<file path="src/rtl/alarm_sequencer_pkg.sv">
// ----------------------------------------------------------------------------
// alarm_pkg
// Shared definitions for the alarm sequencer slice:
//   - state_t     : sequencer states (IDLE, ON, OFF, DONE)
//   - DEF_*       : default timing constants (50 MHz board clock)
//   - cnt_width   : bit width for a counter running 0..n-1 (never below 1)
//   - max2        : larger of two integers, used when two counts share a register
// ----------------------------------------------------------------------------
package alarm_pkg;

    typedef enum logic [1:0] {
        IDLE = 2'd0,
        ON   = 2'd1,
        OFF  = 2'd2,
        DONE = 2'd3
    } state_t;

    localparam int DEF_NREQ      = 4;
    localparam int DEF_TONE_HALF = 25000;    // 1 kHz tone at 50 MHz
    localparam int DEF_BEAT_DIV  = 5000000;  // 100 ms beat at 50 MHz
    localparam int DEF_ON_BEATS  = 2;
    localparam int DEF_OFF_BEATS = 1;
    localparam int DEF_BEEPS     = 3;

    // A counter spanning 0..n-1 needs $clog2(n) bits; keep at least one bit
    // so a degenerate count of 1 still yields a legal vector.
    function automatic int cnt_width(input int n);
        return (n <= 2) ? 1 : $clog2(n);
    endfunction

    function automatic int max2(input int a, input int b);
        return (a > b) ? a : b;
    endfunction

endpackage

</file>
<file path="src/rtl/alarm_sequencer_if.sv">
// ----------------------------------------------------------------------------
// alarm_sequencer_if
// Request/grant bundle between the alarm sources and the sequencer.
//   req      : level request per requester, held until done or to abort
//   stop_all : synchronous abort / grant inhibit
//   grant    : one-hot buzzer owner, zero when idle
//   done     : one-cycle completion pulse (grant still valid that cycle)
//   busy     : sequencer is not idle
// master = alarm sources side, slave = sequencer side.
// ----------------------------------------------------------------------------
interface alarm_sequencer_if
    import alarm_pkg::*;
#(
    parameter int NREQ = DEF_NREQ
);

    logic [NREQ-1:0] req;
    logic            stop_all;
    logic [NREQ-1:0] grant;
    logic            done;
    logic            busy;

    modport master (
        output req,
        output stop_all,
        input  grant,
        input  done,
        input  busy
    );

    modport slave (
        input  req,
        input  stop_all,
        output grant,
        output done,
        output busy
    );

endinterface

</file>
<file path="src/rtl/alarm_sequencer_rr_arbiter.sv">
// ----------------------------------------------------------------------------
// rr_arbiter
// Round-robin picker for the alarm sequencer.
//   CLK, RST_N : clock, asynchronous active-low reset
//   req        : pending requests
//   advance    : the caller is issuing a grant this cycle; remember the winner
//   gnt        : one-hot winner (combinational), zero when nothing is pending
//   any        : at least one request is pending
// The pointer holds the last granted index; the search starts one above it
// and wraps, so after reset (pointer = NREQ-1) requester 0 ranks highest.
// ----------------------------------------------------------------------------
module rr_arbiter
    import alarm_pkg::*;
#(
    parameter int NREQ = DEF_NREQ
)(
    input  logic            CLK,
    input  logic            RST_N,
    input  logic [NREQ-1:0] req,
    input  logic            advance,
    output logic [NREQ-1:0] gnt,
    output logic            any
);

    localparam int AW = cnt_width(NREQ);

    logic [AW-1:0] last_q;
    logic [AW-1:0] win;
    logic [AW-1:0] idx;
    logic          found;

    // Walk the requesters starting just after the previous winner; the first
    // pending one found takes the grant.
    always_comb begin
        gnt   = '0;
        win   = last_q;
        idx   = '0;
        found = 1'b0;
        for (int i = 1; i <= NREQ; i++) begin
            idx = AW'((int'(last_q) + i) % NREQ);
            if (!found && req[idx]) begin
                found    = 1'b1;
                gnt[idx] = 1'b1;
                win      = idx;
            end
        end
    end

    assign any = |req;

    // The priority only rotates when a grant is actually handed out.
    always_ff @(posedge CLK or negedge RST_N) begin
        if (!RST_N) begin
            last_q <= AW'(NREQ - 1);
        end else if (advance && any) begin
            last_q <= win;
        end
    end

endmodule

</file>
<file path="src/rtl/alarm_sequencer.sv">
// ----------------------------------------------------------------------------
// alarm_sequencer
// Shares one board buzzer between NREQ alarm sources. A round-robin winner
// is granted and hears BEEPS beeps, each ON_BEATS beats of square-wave tone
// followed by OFF_BEATS beats of silence, then a one-cycle done pulse.
//   CLK    : system clock, rising edge
//   RST_N  : asynchronous active-low reset
//   bus    : request/grant bundle (req, stop_all in; grant, done, busy out)
//   BUZZER : buzzer drive, registered
// ----------------------------------------------------------------------------
module alarm_sequencer
    import alarm_pkg::*;
#(
    parameter int NREQ      = DEF_NREQ,
    parameter int TONE_HALF = DEF_TONE_HALF,
    parameter int BEAT_DIV  = DEF_BEAT_DIV,
    parameter int ON_BEATS  = DEF_ON_BEATS,
    parameter int OFF_BEATS = DEF_OFF_BEATS,
    parameter int BEEPS     = DEF_BEEPS
)(
    input  logic              CLK,
    input  logic              RST_N,
    alarm_sequencer_if.slave  bus,
    output logic              BUZZER
);

    localparam int TW = cnt_width(TONE_HALF);
    localparam int BW = cnt_width(BEAT_DIV);
    localparam int NW = cnt_width(max2(ON_BEATS, OFF_BEATS));
    localparam int PW = cnt_width(BEEPS);

    localparam logic [TW-1:0] TONE_LAST = TW'(TONE_HALF - 1);
    localparam logic [BW-1:0] BEAT_LAST = BW'(BEAT_DIV - 1);
    localparam logic [NW-1:0] ON_LAST   = NW'(ON_BEATS - 1);
    localparam logic [NW-1:0] OFF_LAST  = NW'(OFF_BEATS - 1);
    localparam logic [PW-1:0] BEEP_LAST = PW'(BEEPS - 1);

    state_t          state;
    logic [TW-1:0]   tone_cnt;
    logic [BW-1:0]   beat_cnt;
    logic [NW-1:0]   beat_num;
    logic [PW-1:0]   beep_num;
    logic [NREQ-1:0] grant_q;
    logic            done_q;
    logic            busy_q;

    logic [NREQ-1:0] arb_gnt;
    logic            arb_any;
    logic            start;
    logic            abort;
    logic            beat_tick;

    // A grant is only decided from IDLE, and stop_all holds everyone off.
    assign start     = (state == IDLE) && !bus.stop_all && arb_any;
    // Owner let go of its request, or a global stop: leave without done.
    assign abort     = bus.stop_all || ((bus.req & grant_q) == '0);
    assign beat_tick = (beat_cnt == BEAT_LAST);

    rr_arbiter #(
        .NREQ    (NREQ)
    ) u_arb (
        .CLK     (CLK),
        .RST_N   (RST_N),
        .req     (bus.req),
        .advance (start),
        .gnt     (arb_gnt),
        .any     (arb_any)
    );

    // Sequencer: grant in IDLE, tone/beat timing in ON and OFF, a single
    // DONE cycle for the completion pulse. Abort beats any beat transition.
    always_ff @(posedge CLK or negedge RST_N) begin
        if (!RST_N) begin
            state    <= IDLE;
            grant_q  <= '0;
            done_q   <= 1'b0;
            busy_q   <= 1'b0;
            BUZZER   <= 1'b0;
            tone_cnt <= '0;
            beat_cnt <= '0;
            beat_num <= '0;
            beep_num <= '0;
        end else begin
            done_q <= 1'b0;
            case (state)
                IDLE: begin
                    if (start) begin
                        state    <= ON;
                        grant_q  <= arb_gnt;
                        busy_q   <= 1'b1;
                        BUZZER   <= 1'b0;
                        tone_cnt <= '0;
                        beat_cnt <= '0;
                        beat_num <= '0;
                        beep_num <= '0;
                    end
                end

                ON, OFF: begin
                    if (abort) begin
                        state    <= IDLE;
                        grant_q  <= '0;
                        busy_q   <= 1'b0;
                        BUZZER   <= 1'b0;
                        tone_cnt <= '0;
                        beat_cnt <= '0;
                        beat_num <= '0;
                        beep_num <= '0;
                    end else begin
                        beat_cnt <= beat_tick ? '0 : beat_cnt + 1'b1;
                        if (state == ON) begin
                            if (tone_cnt == TONE_LAST) begin
                                tone_cnt <= '0;
                                BUZZER   <= ~BUZZER;
                            end else begin
                                tone_cnt <= tone_cnt + 1'b1;
                            end
                            // Leaving ON silences the buzzer and restarts
                            // the tone phase for the next beep.
                            if (beat_tick) begin
                                if (beat_num == ON_LAST) begin
                                    state    <= OFF;
                                    BUZZER   <= 1'b0;
                                    tone_cnt <= '0;
                                    beat_num <= '0;
                                end else begin
                                    beat_num <= beat_num + 1'b1;
                                end
                            end
                        end else begin
                            BUZZER <= 1'b0;
                            if (beat_tick) begin
                                if (beat_num == OFF_LAST) begin
                                    beat_num <= '0;
                                    if (beep_num == BEEP_LAST) begin
                                        state  <= DONE;
                                        done_q <= 1'b1;
                                    end else begin
                                        beep_num <= beep_num + 1'b1;
                                        state    <= ON;
                                    end
                                end else begin
                                    beat_num <= beat_num + 1'b1;
                                end
                            end
                        end
                    end
                end

                DONE: begin
                    state    <= IDLE;
                    grant_q  <= '0;
                    busy_q   <= 1'b0;
                    BUZZER   <= 1'b0;
                    tone_cnt <= '0;
                    beat_cnt <= '0;
                    beat_num <= '0;
                    beep_num <= '0;
                end

                default: begin
                    state <= IDLE;
                end
            endcase
        end
    end

    assign bus.grant = grant_q;
    assign bus.done  = done_q;
    assign bus.busy  = busy_q;

endmodule

</file>
<file path="src/flat_wrapper.sv">
// flat-port wrapper written by rule: the top's interface ports become plain ports
module alarm_sequencer_flat import alarm_pkg::*;
#(
    parameter int NREQ      = DEF_NREQ,
    parameter int TONE_HALF = DEF_TONE_HALF,
    parameter int BEAT_DIV  = DEF_BEAT_DIV,
    parameter int ON_BEATS  = DEF_ON_BEATS,
    parameter int OFF_BEATS = DEF_OFF_BEATS,
    parameter int BEEPS     = DEF_BEEPS
)
  (CLK, RST_N, BUZZER, bus_req, bus_stop_all, bus_grant, bus_done, bus_busy);
  alarm_sequencer_if #(.NREQ(NREQ)) bus_i ();
  input  logic CLK;
  input  logic RST_N;
  output logic BUZZER;
  input wire logic [$bits(bus_i.req)-1:0] bus_req;
  input wire logic [$bits(bus_i.stop_all)-1:0] bus_stop_all;
  output wire logic [$bits(bus_i.grant)-1:0] bus_grant;
  output wire logic [$bits(bus_i.done)-1:0] bus_done;
  output wire logic [$bits(bus_i.busy)-1:0] bus_busy;
  assign bus_i.req = bus_req;
  assign bus_i.stop_all = bus_stop_all;
  assign bus_grant = bus_i.grant;
  assign bus_done = bus_i.done;
  assign bus_busy = bus_i.busy;
  alarm_sequencer #(.NREQ(NREQ), .TONE_HALF(TONE_HALF), .BEAT_DIV(BEAT_DIV), .ON_BEATS(ON_BEATS), .OFF_BEATS(OFF_BEATS), .BEEPS(BEEPS)) u_core (.CLK(CLK), .RST_N(RST_N), .bus(bus_i), .BUZZER(BUZZER));
endmodule
</file>
<file path="config.mk">
export PLATFORM = sky130hd
export DESIGN_NAME = alarm_sequencer_flat
export DESIGN_NICKNAME = d
export VERILOG_FILES = /design/src/rtl/alarm_sequencer_pkg.sv /design/src/rtl/alarm_sequencer_if.sv /design/src/rtl/alarm_sequencer_rr_arbiter.sv /design/src/rtl/alarm_sequencer.sv /design/src/flat_wrapper.sv
export SDC_FILE = /design/constraint.sdc
export NUM_CORES = 1
export LEC_CHECK = 0
export ABC_CLOCK_PERIOD_IN_PS = 2700
export CAP_MARGIN = 15
export CORE_MARGIN = 2
export CORE_UTILIZATION = 55
export DETAILED_ROUTE_END_ITERATION = 16
export GPL_TIMING_DRIVEN = 1
export PLACE_DENSITY = 0.77
export SETUP_SLACK_MARGIN = 0.15
export SYNTH_ARGS = -nofsm -noshare
export SYNTH_HDL_FRONTEND = slang
export SYNTH_SLANG_ARGS = --single-unit
</file>
<file path="constraint.sdc">
create_clock -name CLK -period 2.7 [get_ports CLK]
set_input_delay 0.54 -clock CLK [delete_from_list [all_inputs] [get_ports CLK]]
set_output_delay 0.54 -clock CLK [all_outputs]
set_load 0.02 [all_outputs]
</file>
==> results.py <==
metrics = {
    "synth": {
        "mappedNetlistArea_um2": 3498,
        "synth_top_family_by_area": "simple AND/OR/NAND/NOR gates",
        "ys_types": 54,
        "ys_ff_latch": 52,
        "synthAdderAreaFrac": 0.05722,
        "synth_top_area_cell": "dfrtp_1",
        "synth_edf_count": 0,
        "synth-seq-area-share": 0.3727,
        "ys_top_cells_by_area": "dfrtp_1, ha_1, xnor2_1",
        "synth_area_per_cell_um2": 8.768,
        "yosys_warnings": 0,
        "synth_nets": 422,
        "synth-simple-area-share": 0.2868,
        "synthFlopType": "dfrtp_1",
        "synth_compound_area_frac": 0.1356,
        "synth_cells": 399,
        "synth_mux_area_frac": 0.05150,
        "synthArstFlopShare": 1.000,
        "synthDominantCellAreaShare": 0.3577,
        "synth_xor_area_frac": 0.05007,
    },
    "place": {
        "gp_congestion": 0.8521,
        "dp_cells": 483,
        "io_buffers": 13,
        "hpwl_mm": 5.474,
        "preCtsSetupSlack_ps": 216.2,
    },
    "critical_path": {
        "crit_fanout": 20,
        "crit_type": "flip-flop to flip-flop",
        "crit_arrival_ps": 2530,
        "critPathLaunchType": "flip-flop",
        "worst_ep_required_time_ps": 2890,
        "cp-end-kind": "flip-flop",
    },
    "clock_tree": {
        "ctsResizeCount": 0,
        "cts_buffers": 5,
        "clock_path_buffers": 2,
        "root_buffer": "clkbuf_8",
        "post_cts_buffers": 0,
        "cts_tree": "done",
        "cts_hold_buf": 0,
        "cts_max_level": 2,
        "cts.sinks": 52,
        "clk_pin_slew_ps": 100,
        "clock_latency_ps": 310,
    },
    "layout": {
        "seqCellArea_um2": 1304,
        "fillers": 546,
        "n_antenna_cell": 0,
        "nNetsFinal": 436,
        "drive_gt1_frac": 0.09662,
        "areaGrowthSynthToFinish_pct": 9.943,
        "layout_commonest_cell": "dfrtp_1",
        "instances_no_fill": 491,
        "final_cell_mix": "dfrtp_1, nor2_1, nand2_1",
        "multiInputGateArea_um2": 2033,
    },
    "sta": {
        "rsz0062_at_grt": "no",
        "skew_ps": 13.95,
        "slew_viol_final": 0,
        "timing.setup.tns_ps": 0,
        "finalHoldViolCount": 0,
        "finalCriticalPeriod_ps": 2344,
        "worst_pin_slew_ps": 688.0,
        "hold_ws_ps": 110.4,
        "fmax_mhz": 426.6,
        "setup_slack_ps": 355.6,
        "slew_headroom": 0.5365,
        "timing.final.crit_share": 0.8683,
        "setup_viol": 0,
    },
    "global_routing": {
        "overflow": 0,
        "grt_pass1_vias": 2900,
        "grt_usage": 0.2302,
        "antenna_found_initial": 0,
        "grt_pass1_wl_mm": 13.60,
        "grt_max_degree": 22,
    },
    "route": {
        "first_pass_iters": 5,
        "routed_wl_mm": 7.657,
        "drt_iter0_drc": 273,
        "viasPerCell": 6.316,
        "vias": 3101,
        "ant_nets": 0,
        "drc": 0,
        "wl_per_cell_um": 15.59,
    },
    "floorplan": {
        "die_area_um2": 7015,
        "core_region_area_um2": 6241,
        "num_rows": 29,
        "initial_utilization": 0.5605,
        "die_x_um": 83.76,
        "die_height_um": 83.76,
        "num_io_pins": 14,
    },
    "power_and_ir_drop": {
        "p_leak_nw": 1.464,
        "finalPower_mw": 2.768,
        "p_per_area_nw_per_um2": 719.8,
        "ir_worst_vdd_mv": 0.5128,
    },
    "run_status": {
        "status": "finished clean",
    },
    "job": {
        "cap_violations": 0,
    },
    "min_path": {
        "min_path_type": "input port to asynchronous set/reset pin",
    },
}
-- cell families (layout without fill, tap and decap cells) --
family	count (synthesis)	after routing
and+or+nand+nor	180	180
AOI/OAI and AO/OA	76	76
DFF	52	52
buffers and inverters	39	54
xor gates and xnor gates	20	20
adders and majority gates	16	16
muxes	16	16
-- cell usage after synthesis, types with 3 or more instances --
| library cell | number |
|---|---|
| ha_1 | 16 |
| dfrtp_1 | 50 |
| nand3b_1 | 3 |
| and2_1 | 3 |
| buf_2 | 9 |
| nor2_1 | 37 |
| a31oi_1 | 17 |
| nand3_1 | 22 |
| nand4_1 | 18 |
| o22ai_1 | 13 |
| clkbuf_1 | 10 |
| inv_1 | 18 |
| mux2_2 | 6 |
| a211oi_1 | 3 |
| nand2b_1 | 4 |
| nor3_1 | 11 |
| nor4b_1 | 8 |
| xnor2_1 | 18 |
| or3_1 | 3 |
| nand2_1 | 30 |
| nor4_1 | 12 |
| and3_1 | 6 |
| mux2i_1 | 9 |
| nor3b_1 | 4 |
| o21ai_0 | 15 |
| a21oi_1 | 12 |
-- flip-flops by register name, summed over array words and instances (netlist names) --
register	flops
u_core.BUZZER	1
u_core.beat_cnt	23
u_core.beat_num	1
u_core.beep_num	2
u_core.bus.busy	1
u_core.bus.done	1
u_core.bus.grant	4
u_core.state	2
u_core.tone_cnt	15
u_core.u_arb.last_q	2
-- per-stage QoR --
step / utilization / cell area, um2
after floorplan: - / 3498
after global placement: 0.5990 / 3739
after detailed placement: 0.5990 / 3739
after CTS: 0.6163 / 3846
after global routing: 0.6163 / 3846
final: 0.6163 / 3846
-- worst max-delay path: stages, from the launching register on --
cell and delay (ps):
dfstp_2 800, inv_1 190, ha_1 370, mux2_2 420
a21boi_0 150, o41ai_1 300
-- power breakdown --
part,switching (mW),internal (mW)
logic,0.717,0.511
registers,0.143,0.871
clock network,0.251,0.275
total,1.11,1.66
-- area by class of cell --
class                           count  area share
Sequential cell                    52      0.3390
Timing Repair Buffer               28     0.06181
Tap cell                           77     0.02505
Inverter                           18     0.01757
Multi-Input combinational cell    308      0.5286
Clock inverter                      2    0.009109
Clock buffer                        6     0.01887
-- metal layers --
| metal | vias up | part of all wire | track usage |
|---|---|---|---|
| met5 | - | 0 | 0 |
| met4 | 0 | 0.0080 | 0.05718 |
| met3 | 8 | 0.043 | 0.03858 |
| met2 | 74 | 0.48 | 0.3687 |
| met1 | 1517 | 0.47 | 0.3269 |
| li1 | 1502 | - | - |
-- path summary, 6_finish.rpt --
kind / startpoint / end / slack (ps) / depth (start not counted)
hold / removal: RST_N / u_core.tone_cnt[6] / 110 / 1
max in group asynchronous: RST_N / u_core.u_arb.last_q[1] / 1950 / 2
setup / recovery: u_core.u_arb.last_q[0] / u_core.u_arb.last_q[0] / 360 / 5
min in group CLK: u_core.beep_num[1] / u_core.beep_num[1] / 520 / 1
hold reg to reg: u_core.beep_num[1] / u_core.beep_num[1] / 520 / 1
setup reg to reg: u_core.u_arb.last_q[0] / u_core.u_arb.last_q[0] / 360 / 5
(Power assumes the default switching activity.)
